$ cat src/rtl/coin_change_ctrl.sv
// coin_change_ctrl - vending credit / change controller.
// Accepts 100 and 500 coins up to MAX_CREDIT. A purchase or cancel moves the
// controller into CHANGE, where the change value is held for HOLD_CYCLES
// cycles. All outputs are registered.
// Optional feature: define TIMEOUT_EN to enable an inactivity timeout in
// COLLECT that behaves exactly like a cancel.
//
// state   | meaning
// --------+-----------------------------------------------------------
// IDLE    | no credit; waiting for the first accepted coin
// COLLECT | credit accumulating; buy / cancel accepted
// CHANGE  | change value presented on vuelto with vuelto_en high
module coin_change_ctrl #(
    parameter logic [11:0] PRICE0         = 12'd300,
    parameter logic [11:0] PRICE1         = 12'd500,
    parameter logic [11:0] PRICE2         = 12'd800,
    parameter logic [11:0] PRICE3         = 12'd1200,
    parameter logic [11:0] MAX_CREDIT     = 12'd1500,
    parameter int unsigned HOLD_CYCLES    = 50_000_000,
    parameter int unsigned TIMEOUT_CYCLES = 500_000_000
) (
    input  logic        clk,
    input  logic        rst_n,
    input  logic        coin_100,
    input  logic        coin_500,
    input  logic [1:0]  sel,
    input  logic        buy,
    input  logic        cancel,
    output logic [11:0] credit,
    output logic [11:0] vuelto,
    output logic        vuelto_en,
    output logic        dispense,
    output logic [1:0]  product,
    output logic        coin_reject
);

    localparam int HW = $clog2(HOLD_CYCLES + 1);

    typedef enum logic [1:0] {
        IDLE    = 2'd0,
        COLLECT = 2'd1,
        CHANGE  = 2'd2
    } state_t;

    state_t        state_q;
    logic [11:0]   credit_q;
    logic [11:0]   vuelto_q;
    logic          vuelto_en_q;
    logic          dispense_q;
    logic [1:0]    product_q;
    logic          coin_reject_q;
    logic [HW-1:0] hold_q;

    logic [11:0]   coin_val;
    logic [12:0]   coin_sum;
    logic          coin_any;
    logic          coin_fits;
    logic [11:0]   price_sel;
    logic          buy_ok;
    logic          cancel_eff;
    logic          coin_accept;

`ifdef TIMEOUT_EN
    localparam int IW = $clog2(TIMEOUT_CYCLES + 1);
    logic [IW-1:0] idle_q;

    // Inactivity expiry is folded into the cancel path so both share one exit.
    assign cancel_eff = cancel || (state_q == COLLECT && idle_q == '0);
`else
    assign cancel_eff = cancel;
`endif

    // Coin value, fit check, selected price and the resulting coin decision.
    always_comb begin
        coin_val  = (coin_100 ? 12'd100 : 12'd0) + (coin_500 ? 12'd500 : 12'd0);
        coin_any  = coin_100 || coin_500;
        coin_sum  = {1'b0, credit_q} + {1'b0, coin_val};
        coin_fits = (coin_sum <= {1'b0, MAX_CREDIT});
        price_sel = PRICE0;
        case (sel)
            2'd0:    price_sel = PRICE0;
            2'd1:    price_sel = PRICE1;
            2'd2:    price_sel = PRICE2;
            default: price_sel = PRICE3;
        endcase
        buy_ok      = buy && (credit_q >= price_sel);
        // A coin arriving with a committed buy/cancel is bounced, never added.
        coin_accept = coin_any && coin_fits &&
                      ((state_q == IDLE) ||
                       (state_q == COLLECT && !cancel_eff && !buy_ok));
    end

    // Main controller: state, credit, change hold and registered pulses.
    always_ff @(posedge clk) begin
        if (!rst_n) begin
            state_q       <= IDLE;
            credit_q      <= '0;
            vuelto_q      <= '0;
            vuelto_en_q   <= 1'b0;
            dispense_q    <= 1'b0;
            product_q     <= '0;
            coin_reject_q <= 1'b0;
            hold_q        <= '0;
`ifdef TIMEOUT_EN
            idle_q        <= '0;
`endif
        end else begin
            dispense_q    <= 1'b0;
            coin_reject_q <= coin_any && !coin_accept;
            if (coin_accept) begin
                credit_q <= coin_sum[11:0];
            end
            case (state_q)
                IDLE: begin
                    if (coin_accept) begin
                        state_q <= COLLECT;
                    end
                end
                COLLECT: begin
                    if (cancel_eff) begin
                        vuelto_q    <= credit_q;
                        vuelto_en_q <= 1'b1;
                        credit_q    <= '0;
                        hold_q      <= HW'(HOLD_CYCLES - 1);
                        state_q     <= CHANGE;
                    end else if (buy_ok) begin
                        dispense_q  <= 1'b1;
                        product_q   <= sel;
                        vuelto_q    <= credit_q - price_sel;
                        vuelto_en_q <= 1'b1;
                        credit_q    <= '0;
                        hold_q      <= HW'(HOLD_CYCLES - 1);
                        state_q     <= CHANGE;
                    end
                end
                CHANGE: begin
                    if (hold_q == '0) begin
                        vuelto_en_q <= 1'b0;
                        vuelto_q    <= '0;
                        state_q     <= IDLE;
                    end else begin
                        hold_q <= hold_q - 1'b1;
                    end
                end
                default: state_q <= IDLE;
            endcase
`ifdef TIMEOUT_EN
            if (coin_accept) begin
                idle_q <= IW'(TIMEOUT_CYCLES - 1);
            end else if (state_q == COLLECT && idle_q != '0) begin
                idle_q <= idle_q - 1'b1;
            end
`endif
        end
    end

    assign credit      = credit_q;
    assign vuelto      = vuelto_q;
    assign vuelto_en   = vuelto_en_q;
    assign dispense    = dispense_q;
    assign product     = product_q;
    assign coin_reject = coin_reject_q;

endmodule
$ cat config.mk
export PLATFORM = sky130hd
export DESIGN_NAME = coin_change_ctrl
export DESIGN_NICKNAME = d
export VERILOG_FILES = /design/src/rtl/coin_change_ctrl.sv
export SDC_FILE = /design/constraint.sdc
export NUM_CORES = 1
export LEC_CHECK = 0
export ABC_CLOCK_PERIOD_IN_PS = 3400
export BUFFER_PORTS_ARGS = -buffer_cell sky130_fd_sc_hd__buf_2
export CELL_PAD_IN_SITES_DETAIL_PLACEMENT = 1
export CELL_PAD_IN_SITES_GLOBAL_PLACEMENT = 1
export CORE_AREA = 2 2 98 91
export CTS_CLUSTER_DIAMETER = 50
export DETAILED_ROUTE_END_ITERATION = 12
export DIE_AREA = 0 0 100 93
export GPL_ROUTABILITY_DRIVEN = 0
export GPL_TIMING_DRIVEN = 1
export HOLD_SLACK_MARGIN = 0.12
export PLACE_DENSITY_LB_ADDON = 0.1
export RECOVER_POWER = 25
export SYNTH_ARGS = -nofsm -noshare
export SYNTH_HDL_FRONTEND = slang
export SYNTH_SLANG_ARGS = --single-unit
$ cat constraint.sdc
create_clock -name clk -period 3.4 [get_ports clk]
set_input_delay 0.68 -clock clk [delete_from_list [all_inputs] [get_ports clk]]
set_output_delay 0.68 -clock clk [all_outputs]
set_load 0.02 [all_outputs]
==> flow_summary_export.csv <==
group,metric,value,unit
status,status,"complete, no violations",
global_routing,grt.total_usage,19.1,%
yosys,yosysWarningCount,0,
setup_path,cpPeakStageDelay,0.50,ns
power_and_ir_drop,power.leakage,1.51,nW
clock_tree,cts_buffers,5,
clock_tree,ctsHoldBuffers,0,
die,initial_core_util,38.6,%
route,ant_nets,0,
run,cap_violations,0,
route,wl_per_cell,16.1,um
clock_tree,htreeDepth,2,
power_and_ir_drop,peakVddDrop,216,uV
final_layout,final_cell_mix,"54 x dfxtp_1, 41 x nor2_1, 34 x a21oi_1",
sta,rsz0062_at_grt,"no",
sta,slew_violations,0,
yosys,syn_area,3220,um^2
sta,setup_viol,0,
route,drt_iter0_markers,73,
yosys,ys_types,55,
sta,finalCriticalPeriod,3.16,ns
setup_path,path_cells,"buf_2 > fa_1 > ha_1 > and3_1 > or2_2 > xnor2_1 > o32ai_1 > a211oi_2 > buf_4 > a211o_1 > nand2_1",
final_layout,multi_input_area,2010,um^2
setup_path,worstPathArrival,3.40,ns
sta,timing.final.crit_share,92.9,%
setup_path,path_class,"input port to flip-flop",
yosys,synth-seq-cells,54,
die,die_h,93,um
final_layout,fillCellCount,1042,
place,port_buffers,34,
yosys,synth_area_leaders,"dfxtp_1 34%, ha_1 7.8%, xnor2_1 6.8%",
sta,fin_worst_skew,0.0179,ns
final_layout,fin_area,3700,um^2
place,post-dp-hpwl,6.73,mm
setup_path,crit_buf_inv,2,
yosys,async_reset_ff_share,0,%
final_layout,ff_latch_area,1080,um^2
place,post_dp_cell_area,3630,um^2
route,vias_per_cell,5.43,
route,routed_wl,8.54,mm
clock_tree,cts_max_path_buffers,2,
global_routing,grt_max_degree,23,
route,dr.pass1.iters,4,
die,die_w,100,um
clock_tree,clk_pin_slew_worst_paths,0.09,ns
setup_path,cpMaxStageDelayCell,"fa_1",
final_layout,syn_to_final_growth,15.1,%
setup_path,path_delay_family,"adder cells",
sta,hold_viol,0,
clock_tree,clock_latency,0.31,ns
global_routing,antenna_found_initial,0,
yosys,syn_area_per_cell,8.57,um^2
clock_tree,postCtsSetupBuffers,0,
final_layout,fin_nets,459,
final_layout,drive_gt1_share,12.9,%
global_routing,first_global_vias,2864,
setup_path,cp-start-kind,"input port",
final_layout,layout_commonest_cell,"dfxtp_1",
sta,tightest_slew,0.745,ns
yosys,synth_top_cell_area_share,33.6,%
setup_path,required,3.64,ns
yosys,synth_flop_cell,"dfxtp_1",
global_routing,grt_remaining_overflow,0,
yosys,synth-edff-count,0,
setup_path,endpoint_kind,"flip-flop",
clock_tree,tritoncts,"yes",
yosys,ys_seq_area_share,33.6,%
worst_hold_path,hold_path_class,"flip-flop to flip-flop",
clock_tree,numClockSinks,54,
route,vias,2879,
yosys,syn_inst,375,
power_and_ir_drop,cellPowerDensity,695,nW/um^2
die,core-area,8330,um^2
sta,relSlewSlack,50.3,%
clock_tree,ctsResizeCount,0,
route,drc,0,
yosys,synth_largest_area_cell,"dfxtp_1",
global_routing,grt_pass1_wl,14.3,mm
power_and_ir_drop,power,0.00257,W
die,num_io_pins,37,
die,die_area,9300,um^2
setup_path,crit_path_max_fanout,7,
die,rows,32,
sta,timing.fmax,317,MHz
clock_tree,cts_root_buf,"clkbuf_8",
final_layout,antenna_cells,0,
[final cells by class]
cell class / count / share of cell area [%]
Clock buffer: 5 / 1.86
Clock inverter: 3 / 0.642
Inverter: 16 / 1.62
Multi-Input combinational cell: 291 / 54.2
Sequential cell: 54 / 29.2
Tap cell: 102 / 3.45
Timing Repair Buffer: 59 / 8.99
[routing by layer]
metal | track usage, % | up-vias | part of all wire (%)
met1 | 28.9 | 1386 | 54
met5 | 0 | - | 0
li1 | - | 1450 | -
met4 | 3.08 | 0 | 0.62
met3 | 2.47 | 4 | 2.4
met2 | 29.4 | 39 | 43
[worst paths after layout]
check / startpoint / end / slack, ns / cells after the start
setup / recovery: coin_100 / credit[10] / 0.24 / 11
hold / removal: hold_q[4] / hold_q[4] / 0.49 / 1
setup reg to reg: credit[5] / credit[10] / 0.27 / 10
hold reg to reg: hold_q[4] / hold_q[4] / 0.49 / 1
[Yosys cell counts, types with 4 or more instances]
master,n
a22oi_1,4
clkbuf_1,10
mux2i_1,10
nor4_1,6
fa_1,4
nor2_1,41
dfxtp_1,54
nor3_1,21
nand3_1,8
nand2_1,21
inv_1,16
o21ai_0,11
nor2b_1,6
xor2_1,7
or3_1,7
ha_1,20
and3_1,5
a21oi_1,34
xnor2_1,25
[stage by stage]
step | setup WS (ns) | cells | TNS (ns) | hold slack, ns | util, %
after floorplan | 0.101 | 376 | 0 | 0.444 | -
after detailed placement | -0.0846 | 522 | -0.195 | 0.471 | 43.6
after CTS | 0.224 | 530 | 0 | 0.494 | 44.8
after global routing | 0.0571 | 530 | 0 | 0.518 | 44.5
final | 0.241 | 530 | 0 | 0.490 | 44.5
after global placement | 0.0433 | 522 | 0 | 0.463 | 43.6
[registers in the layout, indices dropped and copies added, names as in the netlist]
name         cells
dispense         1
coin_reject      1
state_q          2
hold_q          26
credit          10
vuelto          11
vuelto_en        1
product          2
[worst reg2reg max path: stages, from the launching register on]
cell	delay (ns)
dfxtp_1	0.51
fa_1	0.47
ha_1	0.38
a31oi_1	0.28
o2bb2ai_1	0.21
xnor2_1	0.14
o32ai_1	0.40
a211oi_2	0.14
buf_4	0.19
a211o_1	0.28
nand2_1	0.06
[logic make-up (layout without fill, tap and decap cells)]
kind of cell / after synthesis / count (layout) / share of synthesized area [%]
simple gates: 133 / 133 / 20.7
compound gates: 90 / 90 / 19.4
flops: 54 / 54 / 33.6
xor+xnor: 32 / 32 / 8.72
buf+inv: 31 / 83 / 4.05
fa+ha+maj: 24 / 24 / 10.3
mux: 10 / 10 / 3.11
other cells: 1 / 2 / 0.117
[power breakdown]
group	total, W	leakage (nW)	switching [W]	internal (W)
Combinational	0.00134	1.03	0.000770	0.000575
Clock	0.000372	0.0408	0.000225	0.000148
Sequential	0.000857	0.441	0.000111	0.000746
Power figures use the tool's default switching activity.
